[config.mk]
export PLATFORM = sky130hd
export DESIGN_NAME = systolic_feeder_flat
export DESIGN_NICKNAME = d
export VERILOG_FILES = /design/src/rtl/systolic_feeder_if.sv /design/src/rtl/systolic_feeder.sv /design/src/flat_wrapper.sv
export SDC_FILE = /design/constraint.sdc
export NUM_CORES = 1
export LEC_CHECK = 0
export CORE_ASPECT_RATIO = 0.6
export CORE_MARGIN = 2
export CORE_UTILIZATION = 52
export CTS_BUF_LIST = sky130_fd_sc_hd__clkbuf_4 sky130_fd_sc_hd__clkbuf_8
export DETAILED_ROUTE_END_ITERATION = 16
export GPL_TIMING_DRIVEN = 0
export PLACE_DENSITY = 0.85
export SYNTH_ARGS = -nofsm -noshare
export SYNTH_HDL_FRONTEND = slang
export SYNTH_SLANG_ARGS = --single-unit
[constraint.sdc]
create_clock -name clk -period 2 [get_ports clk]
set_input_delay 0.4 -clock clk [delete_from_list [all_inputs] [get_ports clk]]
set_output_delay 0.4 -clock clk [all_outputs]
set_load 0.05 [all_outputs]
[src/rtl/systolic_feeder_if.sv]
// Feeder bus: chunk handshake in, skewed per-lane words and tile markers out.
interface systolic_feeder_if #(
  parameter int WIDTH      = 16,
  parameter int BLOCK_SIZE = 2,
  parameter int CHUNK_SIZE = 4
);
  logic                          in_valid;
  logic                          in_ready;
  logic [WIDTH*CHUNK_SIZE-1:0]   input_w;
  logic [WIDTH*CHUNK_SIZE-1:0]   input_n;
  logic [WIDTH*BLOCK_SIZE-1:0]   out_w;
  logic [WIDTH*BLOCK_SIZE-1:0]   out_n;
  logic [BLOCK_SIZE-1:0]         out_valid;
  logic [BLOCK_SIZE-1:0]         out_first;
  logic [BLOCK_SIZE-1:0]         out_last;
  logic                          tile_done;

  modport master (
    output in_valid, input_w, input_n,
    input  in_ready, out_w, out_n, out_valid, out_first, out_last, tile_done
  );

  modport slave (
    input  in_valid, input_w, input_n,
    output in_ready, out_w, out_n, out_valid, out_first, out_last, tile_done
  );
endinterface

[src/rtl/systolic_feeder.sv]
// Serialises west/north chunks into BLOCK_SIZE skewed lanes; lane i word j appears 1+i+j cycles after accept.
// Backpressure: in_ready is registered and drops while a chunk is mid-serialisation (up on the last phase).
module systolic_feeder #(
  parameter int WIDTH           = 16,
  parameter int FRAC_WIDTH      = 8,
  parameter int BLOCK_SIZE      = 2,
  parameter int CHUNK_SIZE      = 4,
  parameter int INNER_DIMENSION = 64
) (
  input  logic             clk,
  input  logic             rst_n,
  systolic_feeder_if.slave feed_if
);

  localparam int RATIO = CHUNK_SIZE / BLOCK_SIZE;
  localparam int CPT   = INNER_DIMENSION / RATIO;
  localparam int PW    = (RATIO > 1) ? $clog2(RATIO) : 1;
  localparam int CW    = (CPT > 1) ? $clog2(CPT) : 1;
  localparam int CHW   = WIDTH * CHUNK_SIZE;
  localparam logic [PW-1:0] LAST_PH = PW'(RATIO - 1);
  localparam logic [CW-1:0] LAST_CH = CW'(CPT - 1);

  if (CHUNK_SIZE % BLOCK_SIZE != 0) begin : g_bad_chunk
    $error("CHUNK_SIZE must be a multiple of BLOCK_SIZE");
  end
  if (INNER_DIMENSION % RATIO != 0) begin : g_bad_inner
    $error("INNER_DIMENSION must be a multiple of CHUNK_SIZE/BLOCK_SIZE");
  end
  if (FRAC_WIDTH > WIDTH) begin : g_bad_frac
    $error("FRAC_WIDTH cannot exceed WIDTH");
  end

  typedef enum logic {IDLE, STREAM} state_t;

  typedef struct packed {
    logic [WIDTH-1:0] w;
    logic [WIDTH-1:0] n;
    logic             vld;
    logic             first;
    logic             last;
  } lane_t;

  state_t          state_q;
  logic [PW-1:0]   phase_q;
  logic            rdy_q;
  logic [CHW-1:0]  w_hold_q;
  logic [CHW-1:0]  n_hold_q;
  logic [CW-1:0]   cur_cnt_q;
  logic [CW-1:0]   nxt_cnt_q;
  logic            accept;

  assign accept          = feed_if.in_valid & rdy_q;
  assign feed_if.in_ready = rdy_q;

  // Holding regs reload on the same edge the previous chunk's last phase is registered.
  always_ff @(posedge clk or negedge rst_n) begin
    if (!rst_n) begin
      state_q   <= IDLE;
      phase_q   <= '0;
      rdy_q     <= 1'b0;
      w_hold_q  <= '0;
      n_hold_q  <= '0;
      cur_cnt_q <= '0;
      nxt_cnt_q <= '0;
    end else begin
      if (accept) begin
        w_hold_q  <= feed_if.input_w;
        n_hold_q  <= feed_if.input_n;
        cur_cnt_q <= nxt_cnt_q;
        nxt_cnt_q <= (nxt_cnt_q == LAST_CH) ? '0 : nxt_cnt_q + 1'b1;
      end
      unique case (state_q)
        IDLE: begin
          if (accept) begin
            state_q <= STREAM;
            phase_q <= '0;
            rdy_q   <= (RATIO == 1);
          end else begin
            rdy_q   <= 1'b1;
          end
        end
        STREAM: begin
          if (phase_q != LAST_PH) begin
            phase_q <= phase_q + 1'b1;
            rdy_q   <= ((phase_q + 1'b1) == LAST_PH);
          end else if (accept) begin
            phase_q <= '0;
            rdy_q   <= (RATIO == 1);
          end else begin
            state_q <= IDLE;
            phase_q <= '0;
            rdy_q   <= 1'b1;
          end
        end
        default: state_q <= IDLE;
      endcase
    end
  end

  lane_t ser [BLOCK_SIZE];

  always_comb begin
    for (int i = 0; i < BLOCK_SIZE; i++) begin
      ser[i] = '0;
      if (state_q == STREAM) begin
        ser[i].w     = w_hold_q[CHW-1 - WIDTH*(i*RATIO + int'(phase_q)) -: WIDTH];
        ser[i].n     = n_hold_q[CHW-1 - WIDTH*(i*RATIO + int'(phase_q)) -: WIDTH];
        ser[i].vld   = 1'b1;
        ser[i].first = (cur_cnt_q == '0) && (phase_q == '0);
        ser[i].last  = (cur_cnt_q == LAST_CH) && (phase_q == LAST_PH);
      end
    end
  end

  logic [BLOCK_SIZE-1:0] vld_v;
  logic [BLOCK_SIZE-1:0] last_v;

  for (genvar i = 0; i < BLOCK_SIZE; i++) begin : g_lane
    // Stage 0 is the serialiser register; lane i adds i more stages of skew.
    lane_t pipe_q [0:i];

    always_ff @(posedge clk or negedge rst_n) begin
      if (!rst_n) begin
        for (int d = 0; d <= i; d++) pipe_q[d] <= '0;
      end else begin
        pipe_q[0] <= ser[i];
        for (int d = 1; d <= i; d++) pipe_q[d] <= pipe_q[d-1];
      end
    end

    assign feed_if.out_w[WIDTH*(BLOCK_SIZE-i)-1 -: WIDTH] = pipe_q[i].w;
    assign feed_if.out_n[WIDTH*(BLOCK_SIZE-i)-1 -: WIDTH] = pipe_q[i].n;
    assign vld_v[i]                = pipe_q[i].vld;
    assign last_v[i]               = pipe_q[i].last;
    assign feed_if.out_first[i]    = pipe_q[i].first;
  end

  assign feed_if.out_valid = vld_v;
  assign feed_if.out_last  = last_v;
  assign feed_if.tile_done = vld_v[BLOCK_SIZE-1] & last_v[BLOCK_SIZE-1];

endmodule

[src/flat_wrapper.sv]
// flat-port wrapper written by rule: the top's interface ports become plain ports
module systolic_feeder_flat 
#(
  parameter int WIDTH           = 16,
  parameter int FRAC_WIDTH      = 8,
  parameter int BLOCK_SIZE      = 2,
  parameter int CHUNK_SIZE      = 4,
  parameter int INNER_DIMENSION = 64
)
  (clk, rst_n, feed_if_in_valid, feed_if_input_w, feed_if_input_n, feed_if_in_ready, feed_if_out_w, feed_if_out_n, feed_if_out_valid, feed_if_out_first, feed_if_out_last, feed_if_tile_done);
  systolic_feeder_if #(.WIDTH(WIDTH), .BLOCK_SIZE(BLOCK_SIZE), .CHUNK_SIZE(CHUNK_SIZE)) feed_if_i ();
  input  logic clk;
  input  logic rst_n;
  input wire logic [$bits(feed_if_i.in_valid)-1:0] feed_if_in_valid;
  input wire logic [$bits(feed_if_i.input_w)-1:0] feed_if_input_w;
  input wire logic [$bits(feed_if_i.input_n)-1:0] feed_if_input_n;
  output wire logic [$bits(feed_if_i.in_ready)-1:0] feed_if_in_ready;
  output wire logic [$bits(feed_if_i.out_w)-1:0] feed_if_out_w;
  output wire logic [$bits(feed_if_i.out_n)-1:0] feed_if_out_n;
  output wire logic [$bits(feed_if_i.out_valid)-1:0] feed_if_out_valid;
  output wire logic [$bits(feed_if_i.out_first)-1:0] feed_if_out_first;
  output wire logic [$bits(feed_if_i.out_last)-1:0] feed_if_out_last;
  output wire logic [$bits(feed_if_i.tile_done)-1:0] feed_if_tile_done;
  assign feed_if_i.in_valid = feed_if_in_valid;
  assign feed_if_i.input_w = feed_if_input_w;
  assign feed_if_i.input_n = feed_if_input_n;
  assign feed_if_in_ready = feed_if_i.in_ready;
  assign feed_if_out_w = feed_if_i.out_w;
  assign feed_if_out_n = feed_if_i.out_n;
  assign feed_if_out_valid = feed_if_i.out_valid;
  assign feed_if_out_first = feed_if_i.out_first;
  assign feed_if_out_last = feed_if_i.out_last;
  assign feed_if_tile_done = feed_if_i.tile_done;
  systolic_feeder #(.WIDTH(WIDTH), .FRAC_WIDTH(FRAC_WIDTH), .BLOCK_SIZE(BLOCK_SIZE), .CHUNK_SIZE(CHUNK_SIZE), .INNER_DIMENSION(INNER_DIMENSION)) u_core (.clk(clk), .rst_n(rst_n), .feed_if(feed_if_i));
endmodule
==> results.yml <==
outcome:
  outcome: "complete, no violations"
run:
  max_cap_violations: 0
cells_and_area:
  syn2layout_area_growth_pct: 32.74
  instances_no_fill: 1101
  final_layout_size_suffix_gt1_share_pct: 30.22
  layout_common_cells: "dfrtp_1, mux2_2, clkdlybuf4s50_1"
  antenna_cells: 0
  final_common_cell: "dfrtp_1"
  regArea_um2: 6081
  fillers: 1171
  nNetsFinal: 976
  multi_input_area_um2: 2723
global_route:
  grt_usage_pct: 21.78
  antenna_found_initial: 0
  grt_pass1_vias: 6044
  grt_pass1_wl_um: 31600
  grt_max_degree: 99
  overflow: 0
power:
  power_density_nw_per_um2: 1540
  peakVddDrop_uv: 888.0
  leakage_nw: 5.708
sta:
  setup_slack_ns: 0.1034
  tightest_slew_ns: 0.6101
  fmax_ghz: 0.5273
  finalHoldViolCount: 0
  fin_skew_ns: 0.01243
  drv_slew: 0
  rsz0062_at_grt: "no"
  period_share_pct: 94.83
  max_slew_margin_pct: 59.33
  finalSetupViolCount: 0
  fin_crit_ns: 1.897
yosys:
  ys_types: 27
  synthFlopType: "dfrtp_1"
  yosys_warnings: 0
  synth_edf_count: 0
  ys_async_sr_fraction_pct: 100.0
  synth_seq_cells: 243
  yosysSeqAreaShare_pct: 65.72
  postSynthAreaPerCell_um2: 15.42
  netlist_area_um2: 9253
  synth_nets: 733
  synth_cells: 600
floorplanning:
  die_x_um: 176.2
  die-area_um2: 18910
  start_util_pct: 53.58
  rows: 37
  core_area_um2: 17270
  die_y_um: 107.3
  pin_count: 203
worst_setup_path:
  crit_family: "buffers and inverters"
  max_stage_delay_ns: 0.48
  worstPathMaxFanout: 2
  slowest_stage: "clkdlybuf4s15_1"
  startpoint_type: "flop"
  critPathArrivalTime_ns: 1.50
  crit_buf_inv: 2
  crit_chain: "buf_4 > clkdlybuf4s15_1"
  cp.required_ns: 1.60
  crit_path_end_kind: "output pin"
  path_class: "flop to output pin"
drt:
  antenna_left: 0
  drtIter0Drc: 317
  drc: 0
  wl_per_cell_um: 18.03
  drt-total-wl_um: 19860
  vias: 5456
  first_pass_iters: 4
  avgViaCountPerCell: 4.955
clock_network:
  post_cts_buffers: 0
  cts_inserted_buffers: 36
  clk_latency_ns: 0.49
  cts_tree: "built"
  clk_pin_slew_worst_paths_ns: 0.06
  root_buffer: "clkbuf_8"
  h-tree-depth: 2
  clock-sinks: 243
  clockBufferDepth: 3
placed_design:
  port_buffers: 202
  dpl.hpwl_um: 14020
  pre_cts_ws_ns: -0.03392
  place.gp.congestion: 0.8255
  post-place-cells: 1038
hold_path:
  hp-class: "flop to flop"
final cells by class:
type,count,area share (%)
tap,234,2.384
clock inverter,5,0.2445
timing repair buffer,205,16.31
clock buffer,57,5.725
multi-input combinational,288,22.17
buffer,68,3.627
sequential,243,49.51
inverter,1,0.03056
synthesized netlist by cell type, types with 2 or more instances:
cell	number	share of area [%]
nor3_1	2	0.11
mux2_2	135	16
mux2i_1	64	6.9
buf_2	17	0.92
buf_4	43	3.5
dfrtp_1	243	66
nor2b_1	65	4.4
nand2_1	3	0.12
nand3_1	3	0.16
clkbuf_1	7	0.28
ha_1	2	0.27
worst register-to-register path: cells and delay by family, from the launching register on:
kind	cells	cell delay, ns
buffers and inverters	2	0.49
DFF	1	0.41
muxes	1	0.39
and+or+nand+nor	1	0.14
where the power goes:
group          switching, mW  leakage [nW]  total (mW)  internal, mW
Clock                   1.79         0.388        4.02          2.23
Sequential             0.812          2.93        7.59          6.78
Combinational           4.24          2.39        7.30          3.06
registers in the layout (all words and copies together) (netlist names):
| signal | count |
|---|---|
| u_core.n_hold_q | 64 |
| u_core.w_hold_q | 64 |
| u_core.feed_if.out_n | 32 |
| u_core.feed_if.out_w | 32 |
| u_core.g_lane.pipe_q | 32 |
| u_core.cur_cnt_q | 5 |
| u_core.nxt_cnt_q | 5 |
| u_core.feed_if.out_first | 2 |
| u_core.feed_if.out_last | 2 |
| u_core.feed_if.out_valid | 2 |
| u_core.feed_if.in_ready | 1 |
| u_core.phase_q | 1 |
| u_core.state_q | 1 |
metrics by stage:
step	setup TNS, ns	util [%]	hold WS, ns	total power, mW	instance area, µm²
floorplan	0	-	0.1044	12.92	9253
global placement	-2189.70	66.99	0.3313	15.17	11570
detailed placement	-0.1838	67.34	0.3347	15.48	11630
CTS	0	71.12	0.3390	19.11	12280
global route	0	71.13	0.3537	19.93	12280
finish	0	71.13	0.3469	18.91	12280
cells by family (layout without fill, tap and decap cells):
logic type / Yosys count / in the layout / synth area share, %
flip-flops: 243 / 243 / 65.72
buffers and inverters: 69 / 336 / 4.855
multiplexers: 199 / 199 / 23.35
adder cells (fa/ha/maj): 2 / 2 / 0.2704
AO/OA/AOI/OAI: 4 / 4 / 0.2974
AND/OR/NAND/NOR: 83 / 83 / 5.504
final timing paths:
| check | from | end | slack, ns | cells past startpoint |
|---|---|---|---|---|
| max in group asynchronous | rst_n | u_core.n_hold_q[18] | 0.69 | 3 |
| min in group asynchronous | rst_n | u_core.feed_if.out_w[5] | 0.46 | 2 |
| hold reg to reg | u_core.g_lane[1].pipe_q[39] | u_core.feed_if.out_n[1] | 0.35 | 0 |
| hold / removal | u_core.g_lane[1].pipe_q[39] | u_core.feed_if.out_n[1] | 0.35 | 0 |
| setup / recovery | u_core.feed_if.out_first[0] | feed_if_out_first[0] | 0.10 | 2 |
| setup reg to reg | u_core.feed_if.in_ready | u_core.w_hold_q[19] | 0.45 | 4 |
metal layers:
| metal | global-route usage, % | wire, µm |
|---|---|---|
| met1 | 30.46 | 8998 |
| met2 | 33.84 | 9030 |
| met3 | 6.744 | 1627 |
| met4 | 4.900 | 199 |
| met5 | 0 | 0 |
what timing repair did:
item / CTS / global route
hold buffers: 1 / 0
hold endpoints to repair: 74 / 0
gates resized for setup: 72 / 1
setup endpoints to repair: 72 / 1
(Power assumes the default switching activity.)
